## config.mk

```make
export PLATFORM = sky130hd
export DESIGN_NAME = switch_debouncer
export DESIGN_NICKNAME = d
export VERILOG_FILES = /design/src/rtl/switch_debouncer.sv
export SDC_FILE = /design/constraint.sdc
export NUM_CORES = 1
export LEC_CHECK = 0
export BUFFER_PORTS_ARGS = -buffer_cell sky130_fd_sc_hd__buf_4
export CAP_MARGIN = 10
export CORE_ASPECT_RATIO = 0.9
export CORE_MARGIN = 2
export CORE_UTILIZATION = 45
export DETAILED_ROUTE_END_ITERATION = 12
export HOLD_SLACK_MARGIN = 0.08
export PLACE_DENSITY = 0.62
export SYNTH_ARGS = -nofsm -noshare
export SYNTH_HDL_FRONTEND = slang
export SYNTH_SLANG_ARGS = --single-unit
```

## constraint.sdc

```tcl
create_clock -name clock -period 4.4 [get_ports clock]
set_clock_uncertainty 0.1 [all_clocks]
set_input_delay 0.22 -clock clock [delete_from_list [all_inputs] [get_ports clock]]
set_output_delay 0.22 -clock clock [all_outputs]
set_load 0.005 [all_outputs]
```

## src/rtl/switch_debouncer.sv

```systemverilog
// Two-flop synchroniser plus per-bit tick-sampled debounce filter for the board slide switches.
// Reports updates as a one-cycle pulse and as a sticky flag cleared by ack.
module switch_debouncer #(
    parameter int WIDTH        = 16,
    parameter int TICK_DIV     = 50000,
    parameter int STABLE_TICKS = 8
) (
    input  logic             clock,
    input  logic             reset,
    input  logic [WIDTH-1:0] raw_switches,
    input  logic             ack,
    output logic [WIDTH-1:0] switches,
    output logic             change_pulse,
    output logic             changed
);

    localparam int PW = (TICK_DIV > 1) ? $clog2(TICK_DIV) : 1;
    localparam int CW = $clog2(STABLE_TICKS + 1);
    localparam logic [PW-1:0] PRESC_LAST = PW'(TICK_DIV - 1);
    localparam logic [CW-1:0] CNT_LAST   = CW'(STABLE_TICKS - 1);

    logic [WIDTH-1:0] sync1_reg;
    logic [WIDTH-1:0] sync2_reg;
    logic [PW-1:0]    presc_reg;
    logic [PW-1:0]    presc_next;
    logic             tick;
    logic [WIDTH-1:0] bit_update;
    logic             change_pulse_reg;
    logic             changed_reg;
    logic             changed_next;

    always_ff @(posedge clock or posedge reset) begin
        if (reset) begin
            sync1_reg <= '0;
            sync2_reg <= '0;
        end else begin
            sync1_reg <= raw_switches;
            sync2_reg <= sync1_reg;
        end
    end

    // With TICK_DIV of 1 the counter sits at 0 and tick is permanently high.
    assign tick = (presc_reg == PRESC_LAST);

    always_comb begin
        presc_next = presc_reg + 1'b1;
        if (tick) begin
            presc_next = '0;
        end
    end

    always_ff @(posedge clock or posedge reset) begin
        if (reset) begin
            presc_reg <= '0;
        end else begin
            presc_reg <= presc_next;
        end
    end

    genvar gi;
    generate
        for (gi = 0; gi < WIDTH; gi++) begin : g_bit
            logic [CW-1:0] cnt_reg;
            logic [CW-1:0] cnt_next;
            logic          sw_reg;
            logic          upd;

            // Any agreeing tick restarts the run; the STABLE_TICKS-th differing tick commits.
            always_comb begin
                cnt_next = cnt_reg;
                upd      = 1'b0;
                if (tick) begin
                    if (sync2_reg[gi] == sw_reg) begin
                        cnt_next = '0;
                    end else if (cnt_reg == CNT_LAST) begin
                        cnt_next = '0;
                        upd      = 1'b1;
                    end else begin
                        cnt_next = cnt_reg + 1'b1;
                    end
                end
            end

            always_ff @(posedge clock or posedge reset) begin
                if (reset) begin
                    cnt_reg <= '0;
                    sw_reg  <= 1'b0;
                end else begin
                    cnt_reg <= cnt_next;
                    if (upd) begin
                        sw_reg <= sync2_reg[gi];
                    end
                end
            end

            assign bit_update[gi] = upd;
            assign switches[gi]   = sw_reg;
        end
    endgenerate

    always_comb begin
        changed_next = changed_reg;
        if (|bit_update) begin
            changed_next = 1'b1;
        end else if (ack) begin
            changed_next = 1'b0;
        end
    end

    always_ff @(posedge clock or posedge reset) begin
        if (reset) begin
            change_pulse_reg <= 1'b0;
            changed_reg      <= 1'b0;
        end else begin
            change_pulse_reg <= |bit_update;
            changed_reg      <= changed_next;
        end
    end

    assign change_pulse = change_pulse_reg;
    assign changed      = changed_reg;

endmodule

```

# [Word level (Yosys, flattened, before mapping)]
# Cells that the tools add are included.
[totals] register_bits=130 latchBits=0 ram_bits=0 romBits=0 input_bits=19 out_inout_bits=18 word_cells=172 n_memories=0
[classes] add_sub_neg=17 multipliers=0 n_div=0 order_cmp=0 eq_ne=33 n_shift=0 mux=83 n_bitwise=0 reduce_logical=2
[ops] operator="$mux 4" count=32
[ops] operator="$add 4x1->4 const B" count=16
[ops] operator="$eq 4x3->1 const B" count=16
[ops] operator="$mux 1" count=50
[ops] operator="$add 16x1->16 const B" count=1
[ops] operator="$eq 1x1->1" count=16
[ops] operator="$eq 16x16->1 const B" count=1
[ops] operator="$mux 16" count=1
[ops] operator="$reduce_or 16->1" count=1
[ops] operator="$reduce_bool 2->1" count=1

# [Depth between registers and ports, before layout]
# Gate-level depths: netlist (run 1).
[logic_depth] ltp_word=6 mapped_depth=8

# [Worst setup path after synthesis (run 1)]
# OpenSTA, ideal clock, no wires.
[synth_path] path_type="reg-to-reg" startpoint="register presc_reg[0]" endpoint="register g_bit[10].sw_reg" setup_time_ns=0.125 arrival_ns=1.555 path_slack_ns=2.620 path_stages_with_launch=7 path_buffers=1 synth_period_minus_slack_ns=1.780 path_cell_list="dfrtp_1 ha_1 and3_1 nand4_2 buf_2 nor2_1 mux2_2"
[synth_between] elab_chain_cells=2
[synth_lines] item="from (decl)" line_no="24" source="logic [PW-1:0] presc_reg;"
[synth_lines] item="from (signal assigned)" line_no="56" source="presc_reg <= presc_next;"
[synth_lines] item="$eq 16x16->1" line_no="43" source="assign tick = (presc_reg == PRESC_LAST);"
[synth_lines] item="$mux 1" line_no="72" source="if (tick) begin"
[synth_lines] item="to (signal assigned)" line_no="91" source="sw_reg <= sync2_reg[gi];"
[synth_lines] item="to (decl)" line_no="65" source="logic sw_reg;"
# Every way passes these cells.
# A chain may end at the register's enable or synchronous reset.

# [Worst setup path in the final report (run 1)]
[layout_path] startpoint="register presc_reg[0]" endpoint="register g_bit[14].sw_reg"
[layout_between] elab_chain_cells=2
[layout_lines] item="$eq 16x16->1" line_no="43"
[layout_lines] item="$mux 1" line_no="72"
[layout_lines] item="to (signal assigned)" line_no="91"
[layout_lines] item="to (decl)" line_no="65"
# Every way passes these cells.

==> results.ini, run 1 <==
[grt]
antenna_found_initial = 0
grt_pass1_vias = 4160
grt_max_degree = 66
grt_use_total = 0.165
overflow = 0
grt_pass1_wl_um = 18900

[logic_synthesis]
synth_enable_flop_cells = 0
synth_fp_nets = 616
syn-cell-area_mm2 = 0.00591
netlist_instances = 580
yosys_most_used_dff = dfrtp_1
async_flop_share = 1.00
yosysWarnings = 0
synth-seq-cells = 130
synth_cell_types = 31
yosysSeqAreaShare = 0.550
synth.avg_cell_area_um2 = 10.2

[detailed_routing]
drc = 0
vias = 4067
drt_iter0_markers = 284
routed_wirelength_um = 10500
viasPerCell = 5.06
wire_per_inst_um = 13.0
dr.pass1.iters = 5
antenna_left = 0

[floorplanning]
die_area_mm2 = 0.0141
initial_core_util = 0.463
dieHeight_um = 113
die_w_um = 125
core_mm2 = 0.0128
num_rows = 39
ios = 37

[sta]
hold_viol = 0
worst_slew_pin_slew_ns = 0.838
clock.fmax_mhz = 359
fin_crit_sh = 0.633
period_minus_slack_ns = 2.79
hold_slack_ns = 0.247
finalSetupViolCount = 0
fin_ws_ns = 1.61
rsz0062_at_grt = false
slew-limit-headroom = 0.441
tns_ns = 0
drv_slew = 0

[power_and_ir_drop]
p_int_mw = 2.04
switching_share = 0.212
seq_power_share = 0.470
clkPwrFrac = 0.501
vdd.ir_drop.worst_uv = 282
pwr-share-comb = 0.028
net-switching-power_mw = 0.549
total_leakage_power_nw = 3.18
power_density_mw_per_mm2 = 372

[critical_path]
crit_buf_inv = 1
worstSetupStartpointType = register
worstSetupPathDepth = 6
rr_worst_depth = 6
endpoint_kind = register
max_stage_delay_ns = 0.66
cp_slowest_cell = nand4_4
crit_path_cell_trace = ha_1 -> and3_1 -> nand4_4 -> buf_12 -> nor2_1 -> mux2_2
crit_arrival_ns = 2.98
required_ns = 4.60
crit_family = simple AND/OR/NAND/NOR gates
worstSetupPathType = reg -> reg
crit_path_max_fanout = 65

[clocking]
numCtsBuffers = 17
cts.htree.levels = 4
cts_tree = yes
clock_latency_ns = 0.41
clk_path_buf_depth = 2
clkTransAtPathRegs_ns = 0.06
clock_tree.root_cell = clkbuf_16
cts.sinks = 130

[layout]
syn2layout_area_growth_pct = 17.9
final_common_cell = dfrtp_1
drive_gt1_frac = 0.153
finalCoreUtilization = 0.545
largest_reg_flops = 64
nNetsFinal = 663
fill_cells = 1099
mostFrequentLayoutCells = 130 x dfrtp_1, 103 x nand2_1, 54 x nor2_1, 44 x o21ai_0, 38 x buf_4
antennaDiodeCount = 0

[min_path]
hold_class = reg -> reg
hold_depth = 0

[place]
place_hpwl_um = 6860
gp_congestion = 0.796
io_buffers = 36
post-place-ws_ns = 1.64

[run_status]
outcome = completed

[flow_run]
maxCapViolCount = 0

[metal layers]
metal	share of wire	up-vias	track usage	routed length [um]
met5	0	-	0	0
met4	0.018	0	0.0607	187
met3	0.033	16	0.0544	349
met2	0.48	45	0.268	4990
met1	0.47	1965	0.207	4950
li1	-	2041	-	-
[stage by stage]
stage          cells  total power [mW]  area, um2
2_1_floorplan    580              1.28       5910
3_3_place_gp     754              1.30       6240
3_5_place_dp     754              1.30       6240
4_1_cts          803              2.62       6970
5_1_grt          803              2.69       6970
6_report         803              2.59       6970
[path summary, 6_finish.rpt]
| kind | from | slack (ns) | to |
|---|---|---|---|
| worst min-delay path | sync1_reg[10] | 0.25 | sync2_reg[10] |
| worst max-delay path | presc_reg[0] | 1.61 | g_bit[14].sw_reg |
| max in group asynchronous | reset | 2.85 | g_bit[14].cnt_reg[0] |
| min in group asynchronous | reset | 0.40 | sync1_reg[14] |
| worst max register to register | presc_reg[0] | 1.61 | g_bit[14].sw_reg |
| worst min register to register | sync1_reg[10] | 0.25 | sync2_reg[10] |
[logic make-up (layout without fill, tap and decap cells)]
family                     Yosys count  count (layout)  share of synthesized area
and+or+nand+nor                    254             254                      0.214
DFF                                130             130                      0.550
AOI/OAI and AO/OA                   89              89                     0.0838
buffers and inverters               45             104                     0.0430
xor gates and xnor gates            29              29                     0.0430
adders and majority gates           17              17                     0.0360
muxes                               16              16                     0.0305
[layout make-up]
class | instances | area (um2) | area share
inverter | 16 | 62.6 | 0.00898
clock inverter | 9 | 83.8 | 0.0120
timing repair buffer | 57 | 485 | 0.0697
multi-input combinational | 405 | 2410 | 0.346
tap | 164 | 205 | 0.0294
sequential | 130 | 3250 | 0.467
clock buffer | 22 | 464 | 0.0666
[power by group through the flow]
stage                     Clock (mW)  Combinational (mW)  Sequential [mW]
after floorplan                    0              0.0379             1.24
after global placement             0              0.0622             1.24
after detailed placement           0              0.0633             1.24
after CTS                       1.33              0.0764             1.22
after global routing            1.39              0.0843             1.22
final                           1.30              0.0734             1.22
[synth_stat cells (all sizes together) (2+ instances only)]
library cell,count,area share
inv,16,0.010
o21ai,64,0.054
o22ai,9,0.0095
and3,6,0.0063
nor2b,16,0.017
nand4,2,0.0032
nor3,17,0.014
nand3,21,0.018
nor2,64,0.053
ha,17,0.036
o31ai,15,0.019
nand2,103,0.065
buf,23,0.029
nand3b,18,0.023
xnor2,23,0.034
and4,2,0.0030
and4bb,2,0.0042
xor2,6,0.0089
dfrtp,130,0.55
clkbuf,6,0.0038
mux2,16,0.030
[timing repair]
| action | in CTS | in global routing |
|---|---|---|
| setup buffers | 0 | 0 |
| resized for setup | 0 | 0 |
| hold buffers | 18 | 0 |
| endpoints found under the setup margin | 0 | 0 |
| endpoints found under the hold margin | 72 | 0 |
No activity file was read; power rests on OpenSTA's default activity.
==> run 2: changes to the inputs <==
==> constraint.sdc (replaced) <==
create_clock -name clock -period 2.66 [get_ports clock]
set_clock_uncertainty 0.1 [all_clocks]
set_input_delay 0.133 -clock clock [delete_from_list [all_inputs] [get_ports clock]]
set_output_delay 0.133 -clock clock [all_outputs]
set_load 0.005 [all_outputs]
==> run 2 against run 1 <==
  * Count of clock-buffer cells in the layout fell by 4
  * Final cell count rose by 1.0%
  * Total power rose by 74%
  * Flip-flop and latch count did not move
  * Register-to-register slack got worse by 1.2 ns
  * Sequential power rose by 65%
  * Worst setup slack got worse by 1.2 ns
  * Clock power rose by 82%
  * Hold slack got worse by 0.0013 ns
  * Combinational power rose by 78%
  * Sequential share of layout area fell by 0.91 points
  * Die area did not move
  * Critical endpoint is now g_bit[9].sw_reg
==> results.ini, run 2 (synthesis gave the netlist of run 1 again) <==
[power_and_ir_drop]
power_density_mw_per_mm2 = 636
total_leakage_power_nw = 3.25
vdd.ir_drop.worst_uv = 457

[sta]
tns_ns = 0
hold_viol = 0
clock.fmax_mhz = 446
period_minus_slack_ns = 2.24
fin_crit_sh = 0.843
drv_slew = 0
finalSetupViolCount = 0
slew-limit-headroom = 0.517
rsz0062_at_grt = false
worst_slew_pin_slew_ns = 0.723

[grt]
overflow = 0
antenna_found_initial = 0
grt_pass1_vias = 4133
grt_pass1_wl_um = 18300
grt_use_total = 0.161
grt_max_degree = 65

[layout]
nNetsFinal = 670
drive_gt1_frac = 0.167
antennaDiodeCount = 0
largest_reg_flops = 64
final_common_cell = dfrtp_1
final_area_mm2 = 0.00711
mostFrequentLayoutCells = 130 x dfrtp_1, 103 x nand2_1, 54 x nor2_1, 44 x o21ai_0, 43 x buf_4
syn2layout_area_growth_pct = 20.2

[detailed_routing]
drc = 0
drt_iter0_markers = 266
wire_per_inst_um = 12.6
vias = 4135
antenna_left = 0
dr.pass1.iters = 4
viasPerCell = 5.10
routed_wirelength_um = 10200

[min_path]
hold_class = reg -> reg

[clocking]
clock_latency_ns = 0.41
clkTransAtPathRegs_ns = 0.06
cts.sinks = 130
cts_tree = yes
numCtsBuffers = 17
hold_buffers = 18
clock_tree.root_cell = clkbuf_16
post-cts-setup-buffer-count = 0
cts.htree.levels = 4
clk_path_buf_depth = 2
cts_resized = 0

[critical_path]
crit_arrival_ns = 2.44
worstSetupStartpointType = register
crit_path_max_fanout = 64
worstSetupPathType = reg -> reg
required_ns = 2.85
endpoint_kind = register

[floorplanning]
ios = 37
core_mm2 = 0.0128
num_rows = 39
initial_core_util = 0.463
die_w_um = 125
die_area_mm2 = 0.0141
dieHeight_um = 113

[place]
gp_congestion = 0.808
place_hpwl_um = 6850
dpl_cell_area_mm2 = 0.00632
io_buffers = 36

[flow_run]
maxCapViolCount = 0

[run_status]
outcome = completed

## run 2: changes by cell type in the layout (fill, tap and decap cells not counted)
cell	before	now
clkinv_4	1	2
clkinv_2	3	1
inv_4	1	0
clkbuf_1	3	1
buf_12	1	3
inv_6	0	5
bufinv_16	1	3
buf_4	38	43
clkbuf_8	2	0
## run 2: final cells by class
| class | instances | area [um2] |
|---|---|---|
| Sequential cell | 130 | 3250 |
| Clock buffer | 18 | 429 |
| Tap cell | 164 | 205 |
| Clock inverter | 14 | 179 |
| Fill cell | 1076 | 5680 |
| Inverter | 16 | 63.8 |
| Multi-Input combinational cell | 405 | 2410 |
| Timing Repair Buffer | 64 | 563 |
## run 2: path summary, 6_finish.rpt
kind / startpoint / cells after the start / endpoint / slack (ns)
max: presc_reg[0] / 6 / g_bit[9].sw_reg / 0.42
min: sync1_reg[5] / 0 / sync2_reg[5] / 0.25
max reg2reg: presc_reg[0] / 6 / g_bit[9].sw_reg / 0.42
min reg2reg: sync1_reg[5] / 0 / sync2_reg[5] / 0.25
max in group asynchronous: reset / 4 / g_bit[6].sw_reg / 1.45
min in group asynchronous: reset / 3 / sync1_reg[13] / 0.29
## run 2: critical path: stages, from the launching register on
cell,delay (ns)
dfrtp_1,0.41
ha_1,0.23
and3_1,0.27
nand4_4,0.29
buf_12,0.31
nor2_1,0.15
mux2_2,0.34
## run 2: power breakdown
part           leakage, nW  total, mW  switching [mW]  internal (mW)
combinational         1.23      0.131          0.0729         0.0579
clock                0.288       2.37           0.886           1.49
sequential            1.73       2.01          0.0107           2.00
total                 3.25       4.52           0.970           3.55
## run 2: metrics by stage
stage	utilization	power, mW	setup slack (ns)	instances	hold slack, ns
after global placement	0.494	2.16	0.492	761	0.143
after floorplan	-	2.11	0.818	580	0.0644
final	0.556	4.52	0.417	811	0.245
after detailed placement	0.494	2.16	0.411	761	0.143
after global routing	0.556	4.69	0.251	811	0.248
after CTS	0.556	4.59	0.394	811	0.241
## run 2: layer usage
metal,global-route usage,vias to the layer above,routed length [um]
li1,-,2056,-
met1,0.203,2008,4840
met2,0.255,54,4840
met3,0.0496,17,347
met4,0.0785,0,208
met5,0,-,0
